### src/rtl/muldiv_pkg.sv
// Shared types for the HI/LO multiply/divide unit.
// Op codes, FSM states and the divide-by-zero quotient pattern.
package muldiv_pkg;

  typedef enum logic [3:0] {
    OP_MTHI  = 4'd0,
    OP_MTLO  = 4'd1,
    OP_MULT  = 4'd2,
    OP_MULTU = 4'd3,
    OP_DIV   = 4'd4,
    OP_DIVU  = 4'd5,
    OP_MADD  = 4'd6,
    OP_MADDU = 4'd7,
    OP_MSUB  = 4'd8,
    OP_MSUBU = 4'd9
  } muldiv_op_t;

  typedef enum logic [1:0] {
    S_IDLE,
    S_MUL,
    S_ACC,
    S_DIV
  } muldiv_state_t;

  localparam logic [63:0] DIV_ZERO_LO = '1;

endpackage

### src/rtl/muldiv_div_iter.sv
// Iterative restoring radix-2 unsigned divider.
// One quotient bit per cycle; done pulses after WIDTH iterations.
module muldiv_div_iter
  import muldiv_pkg::*;
#(
  parameter int WIDTH = 32
) (
  input  logic             clk,
  input  logic             reset,
  input  logic             start,
  input  logic [WIDTH-1:0] dividend,
  input  logic [WIDTH-1:0] divisor,
  output logic [WIDTH-1:0] quotient,
  output logic [WIDTH-1:0] remainder,
  output logic             done
);

  localparam int CW = $clog2(WIDTH) + 1;

  logic [WIDTH-1:0] quo;
  logic [WIDTH-1:0] rem;
  logic [WIDTH-1:0] dvs;
  logic [CW-1:0]    cnt;
  logic             run;
  logic [WIDTH:0]   shifted;
  logic [WIDTH-1:0] diff;
  logic             ge;

  // Subtraction in WIDTH bits is exact whenever ge holds.
  always_comb begin
    shifted = {rem, quo[WIDTH-1]};
    ge      = shifted >= {1'b0, dvs};
    diff    = shifted[WIDTH-1:0] - dvs;
  end

  always_ff @(posedge clk) begin
    if (reset) begin
      quo  <= '0;
      rem  <= '0;
      dvs  <= '0;
      cnt  <= '0;
      run  <= 1'b0;
      done <= 1'b0;
    end else begin
      done <= 1'b0;
      if (start) begin
        quo <= dividend;
        rem <= '0;
        dvs <= divisor;
        cnt <= '0;
        run <= 1'b1;
      end else if (run) begin
        quo <= {quo[WIDTH-2:0], ge};
        rem <= ge ? diff : shifted[WIDTH-1:0];
        cnt <= cnt + 1'b1;
        if (cnt == CW'(WIDTH - 1)) begin
          run  <= 1'b0;
          done <= 1'b1;
        end
      end
    end
  end

  assign quotient  = quo;
  assign remainder = rem;

endmodule

### src/rtl/muldiv_unit.sv
// Multi-cycle HI/LO multiply/divide unit with start/busy/done handshake.
// Define MULDIV_MADD_EN to enable MADD/MADDU/MSUB/MSUBU accumulation.
module muldiv_unit
  import muldiv_pkg::*;
#(
  parameter int WIDTH      = 32,
  parameter int MUL_CYCLES = 3
) (
  input  logic             clk,
  input  logic             reset,
  input  logic             start,
  input  muldiv_op_t       op,
  input  logic [WIDTH-1:0] in_1,
  input  logic [WIDTH-1:0] in_2,
  output logic             busy,
  output logic             done,
  output logic [WIDTH-1:0] hi,
  output logic [WIDTH-1:0] lo
);

  localparam int CW = $clog2(MUL_CYCLES + 1);

  muldiv_state_t    state, state_nx;
  logic [CW-1:0]    count;
  logic             accept;
  logic             op_mul, op_div, op_sgn, op_acc, op_sub;
  logic             acc_r, sub_r;
  logic             neg_q, neg_r, div_zero;
  logic [WIDTH-1:0] dvd;
  logic [WIDTH-1:0] abs_a, abs_b;
  logic [WIDTH-1:0] q, r;
  logic             div_done;
  logic signed [WIDTH:0]     m_a, m_b;
  logic [2*WIDTH-1:0]        prod;
  logic [2*WIDTH-1:0]        pipe [MUL_CYCLES];

  assign accept = start && (state == S_IDLE);
  assign busy   = (state != S_IDLE);

  always_comb begin
    op_mul = 1'b0;
    op_div = 1'b0;
    op_sgn = 1'b0;
    op_acc = 1'b0;
    op_sub = 1'b0;
    unique case (op)
      OP_MULT:  begin op_mul = 1'b1; op_sgn = 1'b1; end
      OP_MULTU: op_mul = 1'b1;
      OP_DIV:   begin op_div = 1'b1; op_sgn = 1'b1; end
      OP_DIVU:  op_div = 1'b1;
`ifdef MULDIV_MADD_EN
      OP_MADD:  begin op_mul = 1'b1; op_sgn = 1'b1; op_acc = 1'b1; end
      OP_MADDU: begin op_mul = 1'b1; op_acc = 1'b1; end
      OP_MSUB:  begin
        op_mul = 1'b1; op_sgn = 1'b1; op_acc = 1'b1; op_sub = 1'b1;
      end
      OP_MSUBU: begin op_mul = 1'b1; op_acc = 1'b1; op_sub = 1'b1; end
`endif
      default: ;
    endcase
  end

  // Operands are extended by one bit so one signed multiply covers both forms.
  always_comb begin
    m_a   = {op_sgn & in_1[WIDTH-1], in_1};
    m_b   = {op_sgn & in_2[WIDTH-1], in_2};
    prod  = (2*WIDTH)'(m_a * m_b);
    abs_a = (op_sgn && in_1[WIDTH-1]) ? -in_1 : in_1;
    abs_b = (op_sgn && in_2[WIDTH-1]) ? -in_2 : in_2;
  end

  always_ff @(posedge clk) begin
    if (accept && op_mul) pipe[0] <= prod;
    for (int i = 1; i < MUL_CYCLES; i++) pipe[i] <= pipe[i-1];
  end

  muldiv_div_iter #(.WIDTH(WIDTH)) u_div (
    .clk       (clk),
    .reset     (reset),
    .start     (accept && op_div),
    .dividend  (abs_a),
    .divisor   (abs_b),
    .quotient  (q),
    .remainder (r),
    .done      (div_done)
  );

  always_comb begin
    state_nx = state;
    case (state)
      S_IDLE: begin
        if (accept && op_mul)      state_nx = S_MUL;
        else if (accept && op_div) state_nx = S_DIV;
      end
      S_MUL: begin
        if (count == CW'(MUL_CYCLES - 1))
          state_nx = acc_r ? S_ACC : S_IDLE;
      end
      S_ACC:   state_nx = S_IDLE;
      S_DIV:   if (div_done) state_nx = S_IDLE;
      default: state_nx = S_IDLE;
    endcase
  end

  always_ff @(posedge clk) begin
    if (reset) begin
      state    <= S_IDLE;
      count    <= '0;
      hi       <= '0;
      lo       <= '0;
      done     <= 1'b0;
      acc_r    <= 1'b0;
      sub_r    <= 1'b0;
      neg_q    <= 1'b0;
      neg_r    <= 1'b0;
      div_zero <= 1'b0;
      dvd      <= '0;
    end else begin
      state <= state_nx;
      done  <= 1'b0;
      count <= (state == S_MUL) ? count + 1'b1 : '0;
      if (accept) begin
        if (op == OP_MTHI) hi <= in_1;
        if (op == OP_MTLO) lo <= in_2;
        acc_r    <= op_acc;
        sub_r    <= op_sub;
        neg_q    <= op_sgn & (in_1[WIDTH-1] ^ in_2[WIDTH-1]);
        neg_r    <= op_sgn & in_1[WIDTH-1];
        div_zero <= (in_2 == '0);
        dvd      <= in_1;
      end
      case (state)
        S_MUL: begin
          if (count == CW'(MUL_CYCLES - 1) && !acc_r) begin
            {hi, lo} <= pipe[MUL_CYCLES-1];
            done     <= 1'b1;
          end
        end
        S_ACC: begin
          {hi, lo} <= sub_r ? {hi, lo} - pipe[MUL_CYCLES-1]
                            : {hi, lo} + pipe[MUL_CYCLES-1];
          done     <= 1'b1;
        end
        S_DIV: begin
          if (div_done) begin
            done <= 1'b1;
            if (div_zero) begin
              lo <= DIV_ZERO_LO[WIDTH-1:0];
              hi <= dvd;
            end else begin
              lo <= neg_q ? -q : q;
              hi <= neg_r ? -r : r;
            end
          end
        end
        default: ;
      endcase
    end
  end

endmodule

### config.mk
export PLATFORM = sky130hd
export DESIGN_NAME = muldiv_unit
export DESIGN_NICKNAME = d
export VERILOG_FILES = /design/src/rtl/muldiv_pkg.sv /design/src/rtl/muldiv_div_iter.sv /design/src/rtl/muldiv_unit.sv
export SDC_FILE = /design/constraint.sdc
export NUM_CORES = 2
export LEC_CHECK = 0
export CORE_AREA = 4 4 384 462
export DETAILED_ROUTE_END_ITERATION = 7
export DIE_AREA = 0 0 388 466
export GPL_ROUTABILITY_DRIVEN = 0
export GPL_TIMING_DRIVEN = 0
export HOLD_SLACK_MARGIN = 0.08
export REMOVE_ABC_BUFFERS = 1
export SLEW_MARGIN = 15
export SYNTH_ARGS = -nofsm -noshare
export SYNTH_HDL_FRONTEND = slang
export SYNTH_HIERARCHICAL = 1
export SYNTH_SLANG_ARGS = --single-unit
export TNS_END_PERCENT = 20
### constraint.sdc
create_clock -name clk -period 15.1 [get_ports clk]
set_input_delay 3.02 -clock clk [delete_from_list [all_inputs] [get_ports clk]]
set_output_delay 3.02 -clock clk [all_outputs]
set_load 0.05 [all_outputs]
# == Word level (Yosys, flattened, before mapping) ==
# Memory sizes are Yosys's and may differ from the RTL's.
# Index checks and enable logic that the tools add are counted.
# op_classes
add_sub_neg,8
mul,1
order_cmp,1
eq_ne,13
mux,36
bitwise,6
reduce_logical,17
# op_table
op,n
32-bit 2-to-1 mux,17
32-bit one-hot mux with 3 select lines,2
32-bit negator,4
64-bit adder,1
33-bit by 33-bit multiplier with 64-bit output,1
33-bit by 32-bit greater-or-equal comparator with 1-bit output,1
32-bit logical NOT,1
32-bit subtractor,1
1-bit 2-to-1 mux,11
2-bit OR reduction,5
4-bit by 2-bit equality test with 1-bit output (second input constant),2
4-bit by 3-bit equality test with 1-bit output (second input constant),2
2-bit 2-to-1 mux,4
2-bit one-hot mux with 4 select lines,1
6-bit by 1-bit adder with 6-bit output (second input constant),1
2-bit equality test (second input constant),3
6-bit by 5-bit equality test with 1-bit output (second input constant),1
1-bit logical AND,5
4-bit by 1-bit equality test with 1-bit output (second input constant),1
4-bit logical NOT,1
2-bit nonzero test,2
1-bit AND,3
3-bit by 1-bit inequality test with 1-bit output (second input constant),1
1-bit one-hot mux with 3 select lines,1
other kinds (9),10
# word_totals
register_bits,208
mem_bits_rw,192
inputBits,71
out_inout_bits,66
elab_cells,98
mem_count,1
# mem_list
memory,depth,word_bits,read_ports,rd_clocked_by_memory_dff,write_ports,line_no,rtl
pipe,3,64,3,0,3,muldiv_unit.sv:35,logic [2*WIDTH-1:0] pipe [MUL_CYCLES];

# == Depth between registers and ports, before layout ==
# logic_depth
depth_word,7
ltp_mapped,33

# == Hierarchy ==
# The synthesis kept the hierarchy.
# modules_own_cells
mod,instances,cells_each,area_each_um2,seq_area_each_um2
muldiv_unit,1,6057,54071.9,6566.3
muldiv_div_iter,1,760,6083.3,2082.0

# == Least setup slack after synthesis ==
# No wires, ideal clock.
# synth_path
path_type,input port to flip-flop
from,input port op[2]
to,memory pipe[0][60] (netlist name) (data pin)
t_arrival_ps,11901
required_time_ps,14961
slack_ps,3060
cell_stages,30
cell_sequence,xnor2_1 -> nor3_1 -> and2_1 -> clkbuf_1 -> clkbuf_1 -> nand2_1 -> inv_1 -> fa_1 -> fa_1 -> fa_1 -> inv_1 -> fa_1 -> inv_1 -> fa_1 -> fa_1 -> inv_1 -> fa_1 -> fa_1 -> inv_1 -> ha_1 -> clkbuf_1 -> a21o_1 -> a211o_1 -> inv_1 -> a21oi_1 -> and3_1 -> a221oi_1 -> o21ai_1 -> or4b_2 -> nand4b_1
# synth_lines
element,line_no,rtl
start: declaration,muldiv_unit.sv:12,"input muldiv_op_t op,"
end: declaration,muldiv_unit.sv:35,

==> flow_summary.json <==
{
  "status": "complete, no violations",
  "cts_root_buf": "clkbuf_16",
  "die-area_mm2": 0.181,
  "start_util_pct": 34.9,
  "cts_hold_buf": 0,
  "slew_headroom_pct": 19.9,
  "cts.sinks": 400,
  "nets": 8194,
  "dp_cells": 8919,
  "synth-edff-count": 64,
  "ys_ff_latch": 400,
  "synth_compound_area_share_pct": 10.4,
  "dr.pass1.iters": 6,
  "yosys.area_share.simple_pct": 14.7,
  "final_common_cell": "inv_1",
  "grt_max_degree": 80,
  "h-tree-depth": 2,
  "rows": 167,
  "synth_top_area_cell": "fa_1",
  "yosysTopAreaCellShare_pct": 37.5,
  "required_ns": 15.52,
  "path_clk_slew_ns": 0.06,
  "die_h_um": 466,
  "synthAdderAreaFrac_pct": 44.0,
  "wl_per_cell_um": 20.7,
  "stdcell_count": 8996,
  "start_kind": "input port",
  "crit_type": "input port to register",
  "final_core_util_pct": 38.1,
  "async_flop_share_pct": 0,
  "period_share_pct": 89.7,
  "fmax_mhz": 73.8,
  "arrival_ns": 13.96,
  "rsz0062_at_grt": "false",
  "dp_hpwl_mm": 152,
  "hold_violations": 0,
  "ant_nets": 0,
  "pin_count": 137,
  "worst_pin_slew_ns": 1.19,
  "viasPerCell": 5.24,
  "ys_types": 89,
  "synth_seq_area_share_pct": 14.4,
  "synthMuxAreaShare_pct": 2.40,
  "synthFlopType": "dfxtp_1",
  "tritoncts": "done",
  "ctsResizeCount": 0,
  "numCtsBuffers": 42,
  "finClkSkew_ns": 0.0323,
  "grt_pass1_wl_mm": 292,
  "final_cell_mix": "inv_1 (1214), fa_1 (1126), nand2_1 (1000), a21oi_1 (357), dfxtp_1 (333)",
  "track_usage_pct": 20.5,
  "drtIter0Drc": 3398,
  "clk_path_buf_depth": 3,
  "antenna_found_initial": 9,
  "grt_pass1_vias": 50300,
  "clk_latency_ns": 0.58,
  "syn-cell-area_mm2": 0.0602,
  "maxSlewViolCount": 0,
  "cp_max_fo": 16,
  "drive_above_1_share_pct": 4.36,
  "synth_area_leaders": "fa_1 (38%), dfxtp_1 (11%), inv_1 (7.6%)",
  "grt.overflow.total": 0,
  "cap_violations": 0,
  "finalSetupViolations": 0,
  "synth-xor-area-share_pct": 3.84,
  "use_met3_pct": 3.16,
  "synth_top_family_by_area": "adder cells",
  "totalWireLength_mm": 186,
  "worst_hold_path_type": "register to register",
  "grt-busiest-layer": "met2",
  "port_buffers": 136,
  "coreArea_mm2": 0.172,
  "worst_setup_path_end_kind": "register",
  "syn_avg_cell_area_um2": 8.82,
  "grt_util_met1_pct": 26.1,
  "post_cts_buffers": 0,
  "synth_cells": 6817,
  "grt_util_met2_pct": 35.7,
  "chipWidth_um": 388,
  "layout_min_cycle_time_ns": 13.54,
  "nFillCells": 17300,
  "drc_errors": 0,
  "area.growth.synth_to_final_pct": 9.26,
  "via_count": 47100,
  "yosys_warnings": 6
}
-- kinds of logic after synthesis --
logic type | Yosys count
flip-flops | 400
AND/OR/NAND/NOR | 1934
buffers and inverters | 1639
XOR/XNOR | 264
multiplexers | 143
adder cells (fa/ha/maj) | 1441
AO/OA/AOI/OAI | 996
-- final cells by class --
class                   instances  area, um2  area share [%]
well taps                    2281       2850            4.34
clock inverters                17        184           0.280
clock buffers                  59       1210            1.84
diodes                          1       2.50         0.00381
inverters                    1217       4570            6.95
flip-flops and latches        400       8660            13.2
multi-input cells            4778      45400            69.1
repair buffers                243       2850            4.34
-- routing by layer --
metal	share of wire (%)	routed length (um)	vias up
met2	49	90800	1465
met5	0.030	55	-
li1	-	-	21000
met4	3.8	7130	8
met1	41	75900	24300
met3	6.6	12300	334
-- worst max-delay path, cell delays in order --
cell and delay [ns]:
clkdlybuf4s50_1 0.55, xnor2_1 0.11, nor3_2 0.14, buf_6 0.20
nand2_1 0.56, nor2_1 0.72, fa_1 0.62, fa_1 0.57
fa_2 0.63, inv_1 0.28, fa_1 1.31, inv_1 0.32
fa_1 0.54, fa_1 0.55, inv_1 0.05, fa_1 0.45
fa_1 0.49, inv_1 0.04, ha_1 0.39, a21o_1 0.22
a211o_1 0.31, nor3_1 0.18, nand2_1 0.12, a221oi_1 0.52
o21ai_1 0.27, or4b_2 0.66, nand4b_1 0.11
-- cell usage after synthesis, types with 52 or more instances --
cell type  count
fa_1        1127
xor2_1       125
buf_1        101
xnor2_1      139
and2_1       302
mux2i_1      135
nor2_1       306
a21o_1        81
dfxtp_1      336
ha_1         314
o21ai_0      197
nand3_1       52
clkbuf_1     303
edfxtp_1      64
inv_1       1214
a21oi_1      357
nand2_1     1001
-- registers in the layout, indices dropped and copies added (netlist names), 2 cells and up --
name             flops
pipe               192
dvd                 32
hi                  32
lo                  32
u_div/dvs           32
u_div/quotient      32
u_div/remainder     32
u_div/cnt            6
count                2
state                2
-- final timing paths --
path | startpoint | endpoint | slack [ns] | depth (start not counted)
setup reg to reg | state[0]$_SDFFE_PP0P_ | u_div/remainder[30]$_SDFFE_PP0P_ | 10.26 | 15
hold / removal | pipe[0][82]$_DFF_P_ | pipe[0][146]$_DFF_P_ | 0.31 | 0
setup / recovery | op[1] | pipe[0][60]$_DFFE_PP_ | 1.56 | 27
hold reg to reg | pipe[0][82]$_DFF_P_ | pipe[0][146]$_DFF_P_ | 0.31 | 0
-- through the flow --
stage               cell area (um2)  hold WS, ns  worst slack (ns)  TNS [ns]
finish                        65700        0.307              1.56         0
global route                  65700        0.312              1.18         0
CTS                           65700        0.305              1.63         0
detailed placement            64300        0.312              1.05         0
global placement              62800        0.310            -12.68   -891.31
floorplan                     58500        0.310             -2.40    -54.94
Power is not shown: default switching activity piles up to over one toggle a cycle in this logic, so the estimate is an artifact.
